File: src/rtl/if_stage.sv
// ---------------------------------------------------------------------------
// if_stage
//   Instruction-fetch stage. Holds the architectural PC (word address [31:2]),
//   fetches one instruction at a time from instruction memory over a
//   req/gnt/rvalid handshake and hands it to decode with valid/ready. The PC
//   is reloaded from npc only when decode accepts the held instruction. A
//   WAIT-timeout counter flags a hung memory and parks the stage until reset.
//
// Ports
//   clk          rising-edge clock
//   rst_n        asynchronous active-low reset
//   npc          next PC[31:2] from the npc block
//   pc           current PC[31:2]
//   imem_req     fetch request, held until imem_gnt
//   imem_addr    fetch word address (= pc)
//   imem_gnt     memory accepted the request this cycle
//   imem_rvalid  imem_rdata valid (only honoured in WAIT)
//   imem_rdata   fetched instruction word
//   inst         instruction to decode
//   inst_valid   inst valid
//   dec_ready    decode accepts inst this cycle
//   fetch_err    sticky timeout flag
//
// State | meaning
//   BOOT  | one idle cycle after reset release
//   REQ   | imem_req asserted, waiting for imem_gnt
//   WAIT  | request granted, waiting for imem_rvalid (timed)
//   HOLD  | instruction presented to decode, waiting for dec_ready
//   FAULT | memory timed out; parked until reset
// ---------------------------------------------------------------------------
module if_stage #(
  parameter logic [29:0] RESET_PC     = 30'h0C00,
  parameter int          WAIT_TIMEOUT = 16,
  parameter int          CNT_W        = 5
) (
  input  logic        clk,
  input  logic        rst_n,
  input  logic [29:0] npc,
  output logic [29:0] pc,
  output logic        imem_req,
  output logic [29:0] imem_addr,
  input  logic        imem_gnt,
  input  logic        imem_rvalid,
  input  logic [31:0] imem_rdata,
  output logic [31:0] inst,
  output logic        inst_valid,
  input  logic        dec_ready,
  output logic        fetch_err
);

  localparam logic [2:0] ST_BOOT  = 3'd0;
  localparam logic [2:0] ST_REQ   = 3'd1;
  localparam logic [2:0] ST_WAIT  = 3'd2;
  localparam logic [2:0] ST_HOLD  = 3'd3;
  localparam logic [2:0] ST_FAULT = 3'd4;

  // Down-counter loaded on grant; reaching zero without rvalid is the
  // WAIT_TIMEOUT-th cycle spent in WAIT.
  localparam logic [CNT_W-1:0] CNT_LOAD = CNT_W'(WAIT_TIMEOUT - 1);
  localparam logic [CNT_W-1:0] CNT_ONE  = CNT_W'(1);

  logic [2:0]       state_q, state_d;
  logic [29:0]      pc_q, pc_d;
  logic [31:0]      inst_q, inst_d;
  logic             fetch_err_q, fetch_err_d;
  logic [CNT_W-1:0] cnt_q, cnt_d;

  always_comb begin
    state_d     = state_q;
    pc_d        = pc_q;
    inst_d      = inst_q;
    fetch_err_d = fetch_err_q;
    cnt_d       = cnt_q;
    case (state_q)
      ST_BOOT: state_d = ST_REQ;
      ST_REQ: begin
        if (imem_gnt) begin
          state_d = ST_WAIT;
          cnt_d   = CNT_LOAD;
        end
      end
      ST_WAIT: begin
        // rvalid on the expiry cycle takes priority over the fault
        if (imem_rvalid) begin
          inst_d  = imem_rdata;
          state_d = ST_HOLD;
        end else if (cnt_q == '0) begin
          fetch_err_d = 1'b1;
          state_d     = ST_FAULT;
        end else begin
          cnt_d = cnt_q - CNT_ONE;
        end
      end
      ST_HOLD: begin
        if (dec_ready) begin
          pc_d    = npc;
          state_d = ST_REQ;
        end
      end
      ST_FAULT: state_d = ST_FAULT;
      default:  state_d = ST_BOOT;
    endcase
  end

  always_ff @(posedge clk or negedge rst_n) begin
    if (!rst_n) begin
      state_q     <= ST_BOOT;
      pc_q        <= RESET_PC;
      inst_q      <= 32'h0;
      fetch_err_q <= 1'b0;
      cnt_q       <= '0;
    end else begin
      state_q     <= state_d;
      pc_q        <= pc_d;
      inst_q      <= inst_d;
      fetch_err_q <= fetch_err_d;
      cnt_q       <= cnt_d;
    end
  end

  // Outputs come only from registers or state decode: no input-to-output path.
  assign pc         = pc_q;
  assign imem_addr  = pc_q;
  assign imem_req   = (state_q == ST_REQ);
  assign inst_valid = (state_q == ST_HOLD);
  assign inst       = inst_q;
  assign fetch_err  = fetch_err_q;

endmodule
File: config.mk
export PLATFORM = sky130hd
export DESIGN_NAME = if_stage
export DESIGN_NICKNAME = d
export VERILOG_FILES = /design/src/rtl/if_stage.sv
export SDC_FILE = /design/constraint.sdc
export NUM_CORES = 1
export LEC_CHECK = 0
export CAP_MARGIN = 25
export CORE_UTILIZATION = 43
export DETAILED_ROUTE_END_ITERATION = 10
export PLACE_DENSITY = 0.89
export SYNTH_ARGS = -nofsm -noshare
export SYNTH_HDL_FRONTEND = slang
export SYNTH_SLANG_ARGS = --single-unit
File: constraint.sdc
create_clock -name clk -period 4.8 [get_ports clk]
set_input_delay 0.96 -clock clk [delete_from_list [all_inputs] [get_ports clk]]
set_output_delay 0.96 -clock clk [all_outputs]
set_load 0.02 [all_outputs]
==> metrics.yaml <==
worst_slew_pin_slew_ns: 0.876
r2r_cells: 3
synth_adder_area_share: 0.00392
io_pins: 162
yosys.area.top_type: "dfrtp_1"
synth_compound_area_frac: 0.0317
grt_pass1_wl_mm: 10.7
synth_nets: 282
antenna_found_initial: 0
hold_path_class: "flop to flop"
clock_path_buffers: 2
startpoint_type: "flop"
cp-end-kind: "output pin"
cts_resized: 0
dpl_cell_area_um2: 4640
path_clk_slew_ns: 0.08
drive_gt1_frac: 0.246
gp_congestion: 0.814
crit_arrival_ns: 1.80
via_per_inst: 4.70
worstHoldStart: "fetch_err"
area_delta_synth_final_pct: 51.5
syn_area_um2: 3190
drtAntennaViolNets: 0
post_cts_buffers: 0
crit_slowest_cell: "clkdlybuf4s50_1"
port_buffers: 161
max_slew_margin: 0.416
fillers: 532
worstSkewPairLatency_ns: 0.34
required_ns: 3.84
fin_skew_ns: 0.00947
wl_met1_mm: 2.75
synthMuxAreaShare: 0.260
grt-ovfl-total: 0
fin_area_um2: 4840
grt_pass1_vias: 2170
synth_seq_area_share: 0.557
synth_edf_count: 0
setup_tns_ns: 0
r2r-end: "inst[26]"
synth_top_family_by_area: "multiplexers"
topRoutingLayerUsed: "met4"
synth_area_leaders: "dfrtp_1 54%, mux2_4 14%, mux2_2 12%"
syn_inst: 214
vias: 2127
ctsHoldBuffers: 0
finalHoldViolCount: 0
synth.distinct_cells: 35
ys_warn_count: 0
setup-violations-final: 0
postSynthAreaPerCell_um2: 14.9
crit_buf_inv: 1
die_h_um: 88.2
post_drt_wl_per_cell_um: 15.6
synth_ff_type: "dfrtp_1"
path_cells: "nor3b_1 > clkdlybuf4s50_1"
clock_sinks: 71
critPathKind: "flop to output pin"
synth-xor-area-share: 0
nets: 417
finalMaxSlewViolations: 0
grtUsageTotal: 0.185
core_area_um2: 7210
cpPeakStageDelay_ns: 0.64
synth-seq-cells: 71
p_leak_nw: 2.02
htree_levels: 3
met3_length_um: 466
ff2ff_setup_slack_ns: 2.66
timing.rr.start: "state_q[0]"
maxClockFrequency_mhz: 362
status: "finished clean"
peakVddDrop_mv: 0.288
drt_iter0_markers: 46
min_path_cells: 1
maxCapViolCount: 0
synthSimpleGateAreaFrac: 0.0490
die_w_um: 88.2
grt_max_degree: 72
layout_common_cells: "160 x clkdlybuf4s50_1, 69 x dfrtp_1, 33 x mux2_2, 30 x mux2_4, 9 x clkbuf_8"
min_to: "fetch_err"
hpwl_mm: 5.26
die_area_um2: 7780
powerDensity_nw_per_um2: 722
drc: 0
cp-startpoint: "state_q[0]"
ys_async_sr_fraction: 1.00
n_antenna_cell: 0
initial_core_util: 0.443
min_period_ns: 2.76
rows: 31
root_buffer: "clkbuf_8"
dr_wl_met2_mm: 3.77
synth_top_area_share: 0.541
path_delay_family: "buffers and inverters"
final_common_cell: "clkdlybuf4s50_1"
cts-buffers-inserted: 9
dr.pass1.iters: 4
crit_fanout: 12
cts_tree: "yes"
finalCritPeriodShare: 0.575
rsz0062_at_grt: "false"
drt-total-wl_mm: 7.07
-- cells by family after synthesis --
kind of cell | count (synthesis)
compound gates | 14
simple gates | 21
flops | 71
mux | 64
fa+ha+maj | 1
buf+inv | 43
-- worst max path at each step --
stage / to / slack [ns] / depth (start not counted)
global route: imem_req / 1.92 / 2
global placement: inst[26] / 1.99 / 4
CTS: inst_valid / 2.03 / 3
detailed placement: inst[27] / 1.95 / 4
floorplan: imem_req / 2.67 / 2
finish: imem_req / 2.04 / 2
-- cell usage after synthesis, types with 3 or more instances --
library cell  instances
buf_8                 3
mux2_2               33
dfrtp_1              69
nor3_1                3
nor2_1                3
inv_1                 5
mux2_4               30
buf_4                30
nor3b_1               3
buf_2                 4
-- report_power, final --
part / switching (mW) / internal (mW)
Sequential: 0.198 / 0.885
Combinational: 0.866 / 1.08
Clock: 0.228 / 0.243
Total: 1.29 / 2.20
-- worst reg2reg max path, stage by stage, from the launching register on --
cell     delay, ns
dfrtp_1       0.52
or3b_4        0.51
nor2_8        0.58
mux2_2        0.43
-- registers in the layout, summed over array words and instances, names as in the netlist --
name and cells:
inst 32, imem_addr 30, cnt_q 5, state_q 3, fetch_err 1
-- stage by stage --
| step | hold WS, ns | setup WS (ns) | power (mW) | cells | util |
|---|---|---|---|---|---|
| finish | 0.481 | 2.04 | 3.50 | 453 | 0.671 |
| detailed placement | 0.463 | 1.95 | 3.05 | 437 | 0.643 |
| global placement | 0.461 | 1.99 | 2.99 | 437 | 0.643 |
| CTS | 0.486 | 2.03 | 3.54 | 453 | 0.671 |
| global route | 0.509 | 1.92 | 3.68 | 453 | 0.671 |
| floorplan | 0.482 | 2.67 | 2.26 | 214 | - |
-- area by class of cell --
cell class                 instances  area, um2  share of cell area
multi-input combinational        100       1100               0.228
inverter                           5       18.8             0.00388
sequential                        71       1780               0.368
timing repair buffer             162       1620               0.334
tap                               99        124              0.0256
clock buffer                      10        128              0.0264
clock inverter                     6       70.1              0.0145
-- metal layers --
| metal | up-vias | track usage |
|---|---|---|
| met1 | 1042 | 0.212 |
| met4 | 0 | 0.0806 |
| met2 | 91 | 0.333 |
| met5 | - | 0 |
| li1 | 988 | - |
| met3 | 6 | 0.0377 |
Note: power is estimated with default switching activity, not from simulation.
